<file path="src/rtl/forward_record_source.sv">
`default_nettype none
// ============================================================================
//  Module      : forward_record_source
//  Description : Write-back end of the forwarding path. Holds one committed
//                table operation, issues the per-table memory writes and
//                emits a one-cycle forwarding record per committed operation.
//  Revision    : 1.0  initial release
// ============================================================================
module forward_record_source #(
    parameter int DATA_WIDTH         = 4,
    parameter int KEY_WIDTH          = 2,
    parameter int NUMBER_OF_TABLES   = 4,
    parameter int MAX_HASH_ADR_WIDTH = 2,
    parameter int TIDX_WIDTH         = 2,
    parameter int CNT_WIDTH          = 16
) (
    input  logic                                                    clk,
    input  logic                                                    reset,
    input  logic                                                    clk_en,
    input  logic                                                    op_valid_i,
    output logic                                                    op_ready_o,
    input  logic [1:0]                                              op_kind_i,
    input  logic [TIDX_WIDTH-1:0]                                   op_table_i,
    input  logic [NUMBER_OF_TABLES-1:0][MAX_HASH_ADR_WIDTH-1:0]     op_hash_adr_i,
    input  logic [KEY_WIDTH-1:0]                                    op_key_i,
    input  logic [DATA_WIDTH-1:0]                                   op_data_i,
    input  logic [KEY_WIDTH-1:0]                                    op_evict_key_i,
    input  logic [DATA_WIDTH-1:0]                                   op_evict_data_i,
    output logic [NUMBER_OF_TABLES-1:0]                             mem_we_o,
    output logic [NUMBER_OF_TABLES-1:0][MAX_HASH_ADR_WIDTH-1:0]     mem_adr_o,
    output logic [NUMBER_OF_TABLES-1:0][KEY_WIDTH-1:0]              mem_key_o,
    output logic [NUMBER_OF_TABLES-1:0][DATA_WIDTH-1:0]             mem_data_o,
    output logic [NUMBER_OF_TABLES-1:0]                             mem_valid_o,
    input  logic                                                    mem_ready_i,
    output logic [NUMBER_OF_TABLES-1:0][MAX_HASH_ADR_WIDTH-1:0]     forward_hash_adr_o,
    output logic [NUMBER_OF_TABLES-1:0][KEY_WIDTH-1:0]              forward_key_o,
    output logic [NUMBER_OF_TABLES-1:0][DATA_WIDTH-1:0]             forward_data_o,
    output logic [NUMBER_OF_TABLES-1:0]                             forward_updated_mem_o,
    output logic [NUMBER_OF_TABLES-1:0]                             forward_valid_o,
    output logic [NUMBER_OF_TABLES-2:0][MAX_HASH_ADR_WIDTH-1:0]     forward_shift_hash_adr_o,
    output logic [NUMBER_OF_TABLES-2:0]                             forward_shift_valid_o,
    output logic [CNT_WIDTH-1:0]                                    ops_committed_o,
    output logic                                                    err_o
);

    localparam int NT = NUMBER_OF_TABLES;
    localparam logic [1:0] KIND_NOP    = 2'd0;
    localparam logic [1:0] KIND_INSERT = 2'd1;
    localparam logic [1:0] KIND_DELETE = 2'd2;
    localparam logic [1:0] KIND_KICK   = 2'd3;

    // Decoded write set of the offered operation
    logic [NT-1:0]                          dec_we;
    logic [NT-1:0][MAX_HASH_ADR_WIDTH-1:0]  dec_adr;
    logic [NT-1:0][KEY_WIDTH-1:0]           dec_key;
    logic [NT-1:0][DATA_WIDTH-1:0]          dec_data;
    logic [NT-1:0]                          dec_valid;
    logic [NT-2:0]                          dec_shift;
    logic                                   table_ok;
    logic                                   takes_slot;
    logic                                   illegal;

    // Stage register S (holds the decoded write set)
    logic                                   s_full;
    logic [NT-1:0]                          s_we;
    logic [NT-1:0][MAX_HASH_ADR_WIDTH-1:0]  s_adr;
    logic [NT-1:0][KEY_WIDTH-1:0]           s_key;
    logic [NT-1:0][DATA_WIDTH-1:0]          s_data;
    logic [NT-1:0]                          s_valid;
    logic [NT-2:0]                          s_shift;
    logic [NT-2:0][MAX_HASH_ADR_WIDTH-1:0]  shift_adr_sel;

    logic accept;
    logic commit;

    assign op_ready_o = reset & clk_en & (~s_full | mem_ready_i);
    assign accept     = op_valid_i & op_ready_o;
    assign commit     = reset & clk_en & s_full & mem_ready_i;

    // Translate the offered operation into per-table writes; a KICK on the
    // last table has no successor and degrades to an INSERT.
    always_comb begin
        dec_we    = '0;
        dec_adr   = '0;
        dec_key   = '0;
        dec_data  = '0;
        dec_valid = '0;
        dec_shift = '0;
        table_ok  = (int'(op_table_i) < NT);
        for (int i = 0; i < NT; i++) begin
            if (int'(op_table_i) == i) begin
                case (op_kind_i)
                    KIND_INSERT, KIND_KICK: begin
                        dec_we[i]    = 1'b1;
                        dec_adr[i]   = op_hash_adr_i[i];
                        dec_key[i]   = op_key_i;
                        dec_data[i]  = op_data_i;
                        dec_valid[i] = 1'b1;
                    end
                    KIND_DELETE: begin
                        dec_we[i]  = 1'b1;
                        dec_adr[i] = op_hash_adr_i[i];
                    end
                    default: ;
                endcase
            end
            if (op_kind_i == KIND_KICK && int'(op_table_i) == i - 1) begin
                dec_we[i]    = 1'b1;
                dec_adr[i]   = op_hash_adr_i[i];
                dec_key[i]   = op_evict_key_i;
                dec_data[i]  = op_evict_data_i;
                dec_valid[i] = 1'b1;
            end
        end
        for (int i = 0; i < NT - 1; i++) begin
            dec_shift[i] = (op_kind_i == KIND_KICK) && (int'(op_table_i) == i);
        end
        takes_slot = table_ok && (op_kind_i != KIND_NOP);
        illegal    = ((op_kind_i == KIND_KICK) && (int'(op_table_i) == NT - 1)) ||
                     (!table_ok && (op_kind_i != KIND_NOP));
    end

    // Shift destination address is the write address in the next table
    generate
        for (genvar g = 0; g < NT - 1; g++) begin : g_shift_adr
            assign shift_adr_sel[g] = s_shift[g] ? s_adr[g+1] : '0;
        end
    endgenerate

    assign mem_we_o    = (s_full & clk_en) ? s_we : '0;
    assign mem_adr_o   = s_adr;
    assign mem_key_o   = s_key;
    assign mem_data_o  = s_data;
    assign mem_valid_o = s_valid;

    // Stage register: load on accept of a writing op, empty on commit
    always_ff @(posedge clk) begin
        if (!reset) begin
            s_full  <= 1'b0;
            s_we    <= '0;
            s_adr   <= '0;
            s_key   <= '0;
            s_data  <= '0;
            s_valid <= '0;
            s_shift <= '0;
        end else if (clk_en) begin
            if (accept && takes_slot) begin
                s_full  <= 1'b1;
                s_we    <= dec_we;
                s_adr   <= dec_adr;
                s_key   <= dec_key;
                s_data  <= dec_data;
                s_valid <= dec_valid;
                s_shift <= dec_shift;
            end else if (commit) begin
                s_full <= 1'b0;
            end
        end
    end

    // Forward record: live for exactly one cycle after each commit
    always_ff @(posedge clk) begin
        if (!reset) begin
            forward_hash_adr_o       <= '0;
            forward_key_o            <= '0;
            forward_data_o           <= '0;
            forward_updated_mem_o    <= '0;
            forward_valid_o          <= '0;
            forward_shift_hash_adr_o <= '0;
            forward_shift_valid_o    <= '0;
        end else if (clk_en) begin
            if (commit) begin
                forward_hash_adr_o       <= s_adr;
                forward_key_o            <= s_key;
                forward_data_o           <= s_data;
                forward_updated_mem_o    <= s_we;
                forward_valid_o          <= s_valid;
                forward_shift_hash_adr_o <= shift_adr_sel;
                forward_shift_valid_o    <= s_shift;
            end else begin
                forward_hash_adr_o       <= '0;
                forward_key_o            <= '0;
                forward_data_o           <= '0;
                forward_updated_mem_o    <= '0;
                forward_valid_o          <= '0;
                forward_shift_hash_adr_o <= '0;
                forward_shift_valid_o    <= '0;
            end
        end
    end

    // Commit counter and sticky illegal-op flag
    always_ff @(posedge clk) begin
        if (!reset) begin
            ops_committed_o <= '0;
            err_o           <= 1'b0;
        end else if (clk_en) begin
            if (commit) begin
                ops_committed_o <= ops_committed_o + 1'b1;
            end
            if (accept && illegal) begin
                err_o <= 1'b1;
            end
        end
    end

endmodule
`default_nettype wire

</file>
<file path="config.mk">
export PLATFORM = sky130hd
export DESIGN_NAME = forward_record_source
export DESIGN_NICKNAME = d
export VERILOG_FILES = /design/src/rtl/forward_record_source.sv
export SDC_FILE = /design/constraint.sdc
export NUM_CORES = 1
export LEC_CHECK = 0
export CORE_ASPECT_RATIO = 1.75
export CORE_MARGIN = 2
export CORE_UTILIZATION = 48
export CTS_BUF_LIST = sky130_fd_sc_hd__clkbuf_4
export DETAILED_ROUTE_END_ITERATION = 7
export HOLD_SLACK_MARGIN = 0.03
export PLACE_DENSITY = 0.83
export SYNTH_ARGS = -nofsm -noshare
export SYNTH_HDL_FRONTEND = slang
export SYNTH_SLANG_ARGS = --single-unit
</file>
<file path="constraint.sdc">
create_clock -name clk -period 1.99 [get_ports clk]
set_clock_uncertainty 0.2 [all_clocks]
set_input_delay 0.4975 -clock clk [delete_from_list [all_inputs] [get_ports clk]]
set_output_delay 0.4975 -clock clk [all_outputs]
set_load 0.01 [all_outputs]
</file>
# After elaboration in Yosys (flattened, before gate mapping)
# Cells that the tools add are included.
[totals]
regBits = 110
input_bits = 29
[classes]
add_sub_neg = 1
eq_ne = 6
mux = 56
bitwise = 8
n_reduce_logical = 15
[op_table]
columns = ["op", "count"]
rows = [
  ["2-bit 2-to-1 mux", 22],
  ["4-bit 2-to-1 mux", 11],
  ["1-bit 2-to-1 mux", 18],
  ["16-bit by 1-bit adder with 16-bit output, second input constant", 1],
  ["16-bit 2-to-1 mux", 1],
  ["8-bit 2-to-1 mux", 2],
  ["2-bit == test, second input constant", 4],
  ["2-bit AND reduction", 4],
  ["1-bit bitwise AND", 6],
  ["1-bit logical AND", 6],
  ["6-bit 2-to-1 mux", 1],
  ["2-bit by 1-bit == test with 1-bit output, second input constant", 2],
  ["2-bit nonzero test", 2],
  ["3-bit 2-to-1 mux", 1],
  ["3-bit OR reduction", 1],
  ["2-bit logical NOT", 1],
  ["2-bit OR reduction", 1],
  ["1-bit NOT", 1],
  ["1-bit OR", 1],
]

# Depth between registers and ports, before layout
[logic_depth]
depth_word = 7
depth_mapped = 7
ltp_nobuf = 5

# Least setup slack after synthesis
# OpenSTA, ideal clock, no wires.
[synth_timing]
kind = "input port to flip-flop"
start = "in op_kind_i[1]"
end = "reg s_data (netlist bit mem_data_o[3])"
setup_time_ns = 0.128
t_arrival_ns = 1.560
path_slack_ns = 0.102
path_stages = 7
cell_sequence = "buf_2 nor2_1 or4_1 buf_2 buf_6 a22oi_1 nor2_1"
[synth_via]
elab_chain_len = 4
word_cells_on_any_way = 8
cone_classes = "eq/ne: 2; mux: 2; reduce/logical: 4"
[synth_rtl]
columns = ["item", "line", "text"]
rows = [
  ["from (decl)", "22", "input logic [1:0] op_kind_i,"],
  ["2-bit == test / 2-bit by 1-bit == test with 1-bit output (equally long branches)", "92", "case (op_kind_i)"],
  ["2-bit OR reduction", "--", ""],
  ["4-bit 2-to-1 mux", "92", ""],
  ["4-bit 2-to-1 mux", "91", "if (int'(op_table_i) == i) begin"],
  ["to (signal assigned)", "152", "s_data <= dec_data;"],
  ["to (decl)", "68", "logic [NT-1:0][DATA_WIDTH-1:0] s_data;"],
]
# Parallel ways exist; a longest one is shown, timed or not.
# A chain may end at the register's enable or synchronous reset.

# Worst setup path after layout
[layout_timing]
start = "reg s_full"
end = "out mem_we_o[0]"
[layout_via]
elab_chain_len = 2
[layout_rtl]
columns = ["item", "line", "text"]
rows = [
  ["from (decl)", "64", "logic s_full;"],
  ["from (signal assigned)", "139", "s_full <= 1'b0;"],
  ["from (signal assigned)", "148", "s_full <= 1'b1;"],
  ["from (signal assigned)", "156", "s_full <= 1'b0;"],
  ["1-bit bitwise AND", "130", "assign mem_we_o = (s_full & clk_en) ? s_we : '0;"],
  ["4-bit 2-to-1 mux", "130", ""],
  ["to (decl)", "29", "output logic [NUMBER_OF_TABLES-1:0] mem_we_o,"],
]
# No other way between the ends.

==> results.json <==
{
  "whs_ns": 0.274,
  "grt_pass1_wl_um": 20200,
  "wire_per_inst_um": 16.9,
  "drc": 0,
  "routed_via_density": 5.59,
  "worstSetupStartpoint": "s_full",
  "ant_nets": 0,
  "post-dp-hpwl_um": 8960,
  "core_um2": 8610,
  "antenna_found_initial": 1,
  "cts_num_sinks": 110,
  "area_growth_pct": 43.9,
  "synth_cell_type_count": 33,
  "root_buffer": "clkbuf_4",
  "irDropWorstVdd_mv": 0.489,
  "synth-seq-cells": 110,
  "worstPathCellList": "buf_6, and3_4, buf_6",
  "rr_worst_depth": 6,
  "final-hold-violation-count": 0,
  "hp-class": "flop to flop",
  "place.gp.congestion": 0.909,
  "critPathTopFamily": "flip-flops",
  "rsz0062_at_grt": "true",
  "grt_usage_pct": 27.5,
  "worstPathArrival_ns": 1.26,
  "fillers": 725,
  "maxSlewViolCount": 0,
  "path_class": "flop to output port",
  "setup_violations": 0,
  "initial_core_util_pct": 49.0,
  "wl_met2_um": 6850,
  "ys_seq_area_share_pct": 52.1,
  "cp_slowest_stage_delay_ns": 0.39,
  "cap_viol_max_count": 0,
  "max_freq_ghz": 0.512,
  "grt_overflow": 0,
  "dieArea_um2": 9600,
  "place_inst": 739,
  "firstDrtPassIters": 5,
  "cts.htree.levels": 3,
  "num_io_pins": 136,
  "grt_pass1_vias": 4145,
  "die_w_um": 74.9,
  "finalCritPeriodShare_pct": 98.1,
  "critPathLaunchType": "flop",
  "crit_buf_inv": 2,
  "worstMarginPinSlew_ns": 0.696,
  "syn_inst": 491,
  "finalNonFillerCells": 764,
  "path_max_fanout": 6,
  "setup-tns-final_ns": 0,
  "vias": 4267,
  "maxSlewHeadroom_pct": 53.5,
  "clockBufferDepth": 2,
  "critPathSlowestCell": "dfxtp_4",
  "cts.reportedPaths.clkPinSlew_ns": 0.15,
  "layout_commonest_cell": "dlygate4sd2_1",
  "wirelength_um": 12900,
  "grt_max_degree": 55,
  "worst-path-stages": 3,
  "cp-endpoint": "mem_we_o[0]",
  "drive_gt1_share_pct": 18.9,
  "clk_latency_ns": 0.46,
  "synth_fp_nets": 521,
  "synth.avg_cell_area_um2": 8.60,
  "rows": 45,
  "nNetsFinal": 671,
  "die_h_um": 128,
  "cpMostUsedCell": "buf_6",
  "min_period_ns": 1.95,
  "drt-met1-wl_um": 4650,
  "cts_made_buffers": 9,
  "highest_layer": "met4",
  "ys_warn_count": 0,
  "crit_path_end_kind": "output port",
  "port-buffer-count": 135,
  "cts_tree": "built",
  "cp.required_ns": 1.29,
  "final_cell_mix": "dlygate4sd2_1, nor2_1, dfxtp_1",
  "route.met3.wl_um": 802,
  "rrSetupSlack_ns": 0.07,
  "status": "completed",
  "netlist_area_um2": 4220,
  "drtIter0Drc": 268,
  "r2r-end": "mem_key_o[5]",
  "pwr_density_cell_nw_per_um2": 616,
  "rr_startpoint": "s_full",
  "p_leak_nw": 2.68
}
-- worst reg2reg max path, delay by kind of cell, from the launching register on --
family	cells	cell delay, ns
AO/OA/AOI/OAI	1	0.23
flip-flops	1	0.39
AND/OR/NAND/NOR	3	0.69
buffers and inverters	2	0.33
-- worst min path at each step --
stage	startpoint	to	slack, ns	cells past startpoint
after floorplan	s_we[0]	s_we[0]	0.24	2
after global placement	ops_committed_o[15]	ops_committed_o[15]	0.25	2
after detailed placement	ops_committed_o[15]	ops_committed_o[15]	0.26	2
after CTS	mem_adr_o[1]	mem_adr_o[1]	0.28	2
after global routing	mem_data_o[15]	mem_data_o[15]	0.30	2
final	ops_committed_o[15]	ops_committed_o[15]	0.27	2
-- routing by layer --
layer	up-vias	GRT usage [%]
li1	2024	-
met1	2026	29.3
met2	178	47.5
met3	39	6.92
met4	0	15.2
met5	-	0
-- stage by stage --
step                      utilization [%]  worst slack, ns  instance area [um^2]  power, mW
after floorplan                         -            0.102                  4220       2.42
after global placement               68.1           -0.552                  5860       2.58
after detailed placement             68.1           -0.553                  5860       2.58
after CTS                            70.1          0.00259                  6040       3.74
after global routing                 70.6          -0.0128                  6080       3.86
final                                70.6           0.0370                  6080       3.74
-- logic make-up after synthesis --
| logic type | after synthesis | synth area share, % |
|---|---|---|
| buffers and inverters | 46 | 4.74 |
| XOR/XNOR | 11 | 2.28 |
| flip-flops | 110 | 52.1 |
| AND/OR/NAND/NOR | 209 | 21.8 |
| adder cells (fa/ha/maj) | 1 | 0.296 |
| multiplexers | 4 | 0.948 |
| AO/OA/AOI/OAI | 110 | 17.8 |
-- cell usage after synthesis --
master | count | share of area (%)
a211oi_1 | 1 | 0.18
a21oi_1 | 33 | 3.9
a22oi_1 | 48 | 8.5
a2bb2oi_1 | 7 | 1.5
a31o_2 | 1 | 0.21
a31oi_1 | 2 | 0.30
a32oi_1 | 12 | 2.5
and2_1 | 1 | 0.15
and3_1 | 6 | 0.89
and4_1 | 1 | 0.21
buf_1 | 4 | 0.36
buf_2 | 13 | 1.5
buf_4 | 1 | 0.18
buf_6 | 1 | 0.27
clkbuf_1 | 22 | 2.0
dfxtp_1 | 110 | 52
ha_1 | 1 | 0.30
inv_1 | 4 | 0.36
inv_2 | 1 | 0.089
mux2i_1 | 4 | 0.95
nand2_1 | 58 | 5.2
nand2b_1 | 6 | 0.89
nand3_1 | 24 | 2.8
nand4_1 | 12 | 1.8
nor2_1 | 83 | 7.4
nor2b_1 | 5 | 0.74
nor3_1 | 6 | 0.71
nor3b_1 | 1 | 0.18
nor4_1 | 5 | 0.74
o21ai_0 | 6 | 0.71
or4_1 | 1 | 0.18
xnor2_1 | 10 | 2.1
xor2_1 | 1 | 0.21
-- cell type report --
class,instances,area [um^2],area share (%)
antenna,1,2.50,0.0412
clock buffer,9,67.6,1.11
clock inverter,7,88.8,1.46
inverter,5,20.0,0.329
multi-input combinational,335,1850,30.5
sequential,110,2290,37.6
tap,117,146,2.41
timing repair buffer,180,1610,26.5
-- power by group --
group | switching (mW) | internal (mW)
registers | 0.0117 | 2.20
clock network | 0.710 | 0.501
logic | 0.177 | 0.142
-- state kept, by name, indices dropped and copies added (netlist names) --
signal,cells
forward_data_o,16
mem_data_o,16
ops_committed_o,16
forward_hash_adr_o,8
forward_key_o,8
mem_adr_o,8
mem_key_o,8
forward_shift_hash_adr_o,6
forward_updated_mem_o,4
forward_valid_o,4
mem_valid_o,4
s_we,4
forward_shift_valid_o,3
s_shift,3
err_o,1
s_full,1
-- what timing repair did --
| action | in CTS | in global routing |
|---|---|---|
| endpoints found under the hold margin | 0 | 0 |
| setup buffers | 7 | 1 |
| endpoints found under the setup margin | 107 | 18 |
| pin swaps | 1 | 1 |
| hold buffers | 0 | 0 |
| gates resized for setup | 186 | 11 |
No activity file was read; power rests on OpenSTA's default activity.
